[config.mk]
export PLATFORM = sky130hd
export DESIGN_NAME = inst_fetch_ctrl
export DESIGN_NICKNAME = d
export VERILOG_FILES = /design/src/rtl/inst_fetch_ctrl.sv
export SDC_FILE = /design/constraint.sdc
export NUM_CORES = 1
export LEC_CHECK = 0
export ABC_AREA = 0
export BUFFER_PORTS_ARGS = -buffer_cell sky130_fd_sc_hd__buf_2
export CELL_PAD_IN_SITES_DETAIL_PLACEMENT = 1
export CELL_PAD_IN_SITES_GLOBAL_PLACEMENT = 2
export CORE_MARGIN = 2
export CORE_UTILIZATION = 32
export DETAILED_ROUTE_END_ITERATION = 7
export GPL_ROUTABILITY_DRIVEN = 1
export GPL_TIMING_DRIVEN = 1
export PLACE_DENSITY = 0.84
export REMOVE_ABC_BUFFERS = 1
export SETUP_SLACK_MARGIN = 0.3
export SLEW_MARGIN = 5
export SYNTH_ARGS = -nofsm -noshare
export SYNTH_HDL_FRONTEND = slang
export SYNTH_SLANG_ARGS = --single-unit
[constraint.sdc]
create_clock -name clk -period 7.8 [get_ports clk]
set_clock_uncertainty 0.2 [all_clocks]
set_input_delay 0.78 -clock clk [delete_from_list [all_inputs] [get_ports clk]]
set_output_delay 0.78 -clock clk [all_outputs]
set_load 0.01 [all_outputs]
[src/rtl/inst_fetch_ctrl.sv]
// inst_fetch_ctrl: instruction fetch stage controller with IF/ID register.
// Generates the fetch pc and instruction-memory requests, and resolves redirects
// with priority flush > stall > branch > sequential. An illegal target (a
// misaligned address, one past the end of the memory, or a wrap past the top
// of the 32-bit space) parks the block in a sticky fault state.
// Ports:
//   clk, rst (async, active-low)        clock and reset
//   stall, flush, new_pc                pipeline hold and redirect requests
//   branch_flag, branch_target_addr     taken branch/jump resolved in ID
//   rom_inst                            instruction word from memory (combinational)
//   rom_ce, rom_addr                    memory enable and word index (pc >> 2)
//   pc                                  current fetch byte address
//   id_pc, id_inst, id_valid            IF/ID pipeline register
//   fault, fault_pc                     sticky fault flag and offending address
module inst_fetch_ctrl #(
   parameter logic [31:0] RESET_PC     = 32'h0000_0000,
   parameter int unsigned INST_MEM_NUM = 1024
) (
   input  logic        clk,
   input  logic        rst,
   input  logic        stall,
   input  logic        flush,
   input  logic [31:0] new_pc,
   input  logic        branch_flag,
   input  logic [31:0] branch_target_addr,
   input  logic [31:0] rom_inst,
   output logic        rom_ce,
   output logic [31:0] rom_addr,
   output logic [31:0] pc,
   output logic [31:0] id_pc,
   output logic [31:0] id_inst,
   output logic        id_valid,
   output logic        fault,
   output logic [31:0] fault_pc
);

   typedef enum logic [1:0] {BOOT, RUN, HOLD, FAULT} state_t;

   state_t      state;
   logic [32:0] seq_sum;
   logic [31:0] cand;
   logic        cand_bad;
   logic        flush_bad;

   function automatic logic illegal(input logic [31:0] addr);
      return (addr[1:0] != 2'b00) || ({2'b00, addr[31:2]} >= INST_MEM_NUM);
   endfunction

   // Carry out of pc+4 flags a wrap, which would otherwise look like address 0.
   always_comb begin
      seq_sum  = {1'b0, pc} + 33'd4;
      cand     = seq_sum[31:0];
      cand_bad = seq_sum[32] || illegal(seq_sum[31:0]);
      if (branch_flag) begin
         cand     = branch_target_addr;
         cand_bad = illegal(branch_target_addr);
      end
      flush_bad = illegal(new_pc);
   end

   assign rom_addr = {2'b00, pc[31:2]};

   always_ff @(posedge clk or negedge rst) begin
      if (!rst) begin
         state    <= BOOT;
         pc       <= RESET_PC;
         rom_ce   <= 1'b0;
         id_pc    <= '0;
         id_inst  <= '0;
         id_valid <= 1'b0;
         fault    <= 1'b0;
         fault_pc <= '0;
      end else begin
         case (state)
            BOOT: begin
               state  <= RUN;
               rom_ce <= 1'b1;
            end
            RUN, HOLD: begin
               if (flush || (!stall && cand_bad)) begin
                  // Both a redirect and a fault empty IF/ID.
                  id_pc    <= '0;
                  id_inst  <= '0;
                  id_valid <= 1'b0;
                  if (flush && !flush_bad) begin
                     pc     <= new_pc;
                     state  <= RUN;
                     rom_ce <= 1'b1;
                  end else begin
                     fault    <= 1'b1;
                     fault_pc <= flush ? new_pc : cand;
                     state    <= FAULT;
                     rom_ce   <= 1'b0;
                  end
               end else if (stall) begin
                  state <= HOLD;
               end else begin
                  // The word in IF is always kept, including a branch delay slot.
                  id_pc    <= pc;
                  id_inst  <= rom_inst;
                  id_valid <= 1'b1;
                  pc       <= cand;
                  state    <= RUN;
               end
            end
            FAULT: begin
               if (flush) begin
                  if (flush_bad) begin
                     fault_pc <= new_pc;
                  end else begin
                     pc     <= new_pc;
                     fault  <= 1'b0;
                     rom_ce <= 1'b1;
                     state  <= RUN;
                  end
               end
            end
            default: state <= BOOT;
         endcase
      end
   end

endmodule

==> impl_metrics.py <==
metrics = {
    "outcome": {
        "outcome": "completed",
    },
    "global_route": {
        "grt_overflow": 0,
        "use_met2": 0.3202,
        "grt_pass1_vias": 6440,
        "use_met1": 0.2629,
        "busiest_layer": "met2",
        "grt_usage": 0.1967,
        "grt_pass1_wl_um": 36890,
        "antenna_found_initial": 0,
        "grt_use_met3": 0.04284,
        "grt_max_degree": 72,
    },
    "sta": {
        "fin_crit_sh": 0.6100,
        "slew_viol_final": 0,
        "tns_ns": 0,
        "worst_pin_slew_ns": 1.040,
        "setup_viol": 0,
        "min_period_ns": 4.758,
        "grt_setup_unrepaired": "no",
        "finalHoldViolCount": 0,
        "max_freq_mhz": 210.2,
        "slew_headroom": 0.3010,
    },
    "route": {
        "antenna_left": 0,
        "firstDrtPassIters": 4,
        "via_count": 6065,
        "via_per_inst": 5.171,
        "first_iter_violations": 305,
        "wl_per_cell_um": 19.78,
        "drt-total-wl_um": 23200,
        "drcViolationCount": 0,
    },
    "cells_and_area": {
        "layout_common_cells": "buf_2 (260), dfrtp_1 (133), a22o_1 (65), nand2_1 (46), nor2_1 (44)",
        "final_common_cell": "buf_2",
        "antenna_cells": 0,
        "nets": 984,
        "syn_to_final_growth_pct": 24.21,
        "layout-drive-gt1-share": 0.3975,
    },
    "pwr": {
        "peakVddDrop_mv": 0.1789,
        "p_per_area_nw_per_um2": 363.9,
        "power_uw": 3242,
        "leakagePower_uw": 0.004567,
    },
    "worst_setup_path": {
        "crit_path_start_kind": "flip-flop",
        "cpMaxStageDelayCell": "nor4_2",
        "arrival_ns": 4.88,
        "worstSetupEndpointType": "flip-flop",
        "cp_slowest_stage_delay_ns": 0.87,
        "cp_max_fo": 26,
        "crit_buf_inv": 1,
        "critPathKind": "flip-flop to flip-flop",
        "crit_required_ns": 7.92,
        "path_delay_family": "simple AND/OR/NAND/NOR gates",
        "crit_path_cell_trace": "ha_1 > nand4_2 > nor4_2 > a22oi_1 > nor4_1 > o2111ai_1 > nor4_4 > o2111a_1 > nor2_2 > buf_4 > a221oi_1",
    },
    "placed_design": {
        "numPortBuffers": 261,
        "hpwl_um": 16720,
        "gp_congestion": 0.8436,
    },
    "logic_synthesis": {
        "async_flop_share": 1.000,
        "ys_ff_latch": 133,
        "synth_flop_cell": "dfrtp_1",
        "yosysWarnings": 0,
        "synth_cells": 684,
        "synth_edf_count": 0,
        "syn_area_um2": 7173,
        "seq_area_frac_synth": 0.4640,
        "synth_area_per_cell_um2": 10.49,
        "synth.distinct_cells": 66,
    },
    "floorplanning": {
        "die_w_um": 153.7,
        "die-area_um2": 23630,
        "rows": 54,
        "ios": 264,
        "fp.coreArea_um2": 21890,
        "start_util": 0.3277,
        "die_y_um": 153.7,
    },
    "clock_tree": {
        "clk_pin_slew_ns": 0.07,
        "clk_path_buf_depth": 2,
        "ctsHoldBuffers": 0,
        "cts_tree": "done",
        "clk_latency_ns": 0.42,
        "h-tree-depth": 4,
        "clock_sinks": 133,
        "ctsResizeCount": 0,
        "post_cts_buffers": 0,
        "cts_root_buf": "clkbuf_16",
        "cts_buffers": 17,
    },
    "worst_hold_path": {
        "hold_path_class": "input port to async pin",
    },
    "flow_run": {
        "maxCapViolCount": 0,
    },
}
[final timing paths]
| kind | startpoint | endpoint | slack [ns] | depth (start not counted) |
|---|---|---|---|---|
| min | rst | fault_pc[10]$_DFFE_PN0P_ | 0.14 | 1 |
| min in group clk | id_valid$_DFFE_PN0P_ | id_valid$_DFFE_PN0P_ | 0.28 | 1 |
| max | pc[2]$_DFFE_PN0P_ | pc[3]$_DFFE_PN0P_ | 3.04 | 11 |
| min reg2reg | id_valid$_DFFE_PN0P_ | id_valid$_DFFE_PN0P_ | 0.28 | 1 |
| max in group asynchronous | rst | pc[16]$_DFFE_PN0P_ | 5.92 | 2 |
| max reg2reg | pc[2]$_DFFE_PN0P_ | pc[3]$_DFFE_PN0P_ | 3.04 | 11 |
[metrics by stage]
step | std cells | instance area (µm²) | hold WS, ns | utilization | setup WS [ns]
floorplan | 594 | 6621 | 0.2844 | - | 1.805
global placement | 1141 | 8343 | 0.2546 | 0.3811 | 3.207
detailed placement | 1141 | 8343 | 0.2679 | 0.3811 | 3.109
CTS | 1173 | 8910 | 0.1665 | 0.4070 | 3.069
global route | 1173 | 8910 | 0.1825 | 0.4070 | 2.662
finish | 1173 | 8910 | 0.1373 | 0.4070 | 3.042
[sequential cells by signal, summed over array words and instances (netlist names)]
| register | flops |
|---|---|
| fault_pc | 32 |
| id_inst | 32 |
| id_pc | 32 |
| state | 2 |
| pc | 32 |
| fault | 1 |
| rom_ce | 1 |
| id_valid | 1 |
[metal layers]
layer	vias up	wire length (µm)
li1	2835	-
met1	3023	10440
met2	185	11040
met3	22	1320
met4	0	409
met5	-	0
[worst register-to-register path, cell delays in order (launching register included)]
cell,delay [ns]
dfrtp_1,0.53
ha_1,0.36
nand4_2,0.32
nor4_2,0.88
a22oi_1,0.20
nor4_1,0.29
o2111ai_1,0.21
nor4_4,0.30
o2111a_1,0.62
nor2_2,0.19
buf_4,0.26
a221oi_1,0.30
[final cells by class]
class | count | area (µm²)
Sequential cell | 133 | 3328
Clock buffer | 19 | 442.9
Inverter | 13 | 48.80
Fill cell | 2538 | 12980
Timing Repair Buffer | 267 | 1358
Clock inverter | 13 | 123.9
Tap cell | 280 | 350.3
Multi-Input combinational cell | 448 | 3258
[cell usage after synthesis (all sizes together) (4+ instances only)]
cell type	instances	area share
nand2	47	0.025
and4	4	0.0049
o21ai	38	0.027
nor4	19	0.025
or3	5	0.0044
mux2i	9	0.013
xor2	10	0.012
nor3	6	0.0042
nor2	47	0.025
a221oi	6	0.012
nand4	13	0.013
a21oi	33	0.023
and2	23	0.020
and3	4	0.0035
inv	13	0.0068
mux2	34	0.069
nand3	18	0.013
a22o	65	0.079
xnor2	16	0.020
clkbuf	26	0.014
buf	65	0.064
o2bb2ai	5	0.0061
dfrtp	133	0.46
[power breakdown]
group,total [µW],leakage (µW),switching [µW],internal [µW]
clock,782,0.000271,331,451
combinational,1380,0.00257,753,624
sequential,1080,0.00173,179,904
total,3240,0.00457,1260,1980
[kinds of logic (layout without fill, tap and decap cells)]
kind of cell / after synthesis / after routing / synth area share
muxes: 43 / 43 / 0.08163
adders and majority gates: 3 / 3 / 0.005233
and+or+nand+nor: 201 / 201 / 0.1551
buffers and inverters: 104 / 312 / 0.08425
AOI/OAI and AO/OA: 173 / 173 / 0.1776
DFF: 133 / 133 / 0.4640
other: 1 / 2 / 0.0005228
xor gates and xnor gates: 26 / 26 / 0.03174
(Power assumes the default switching activity.)
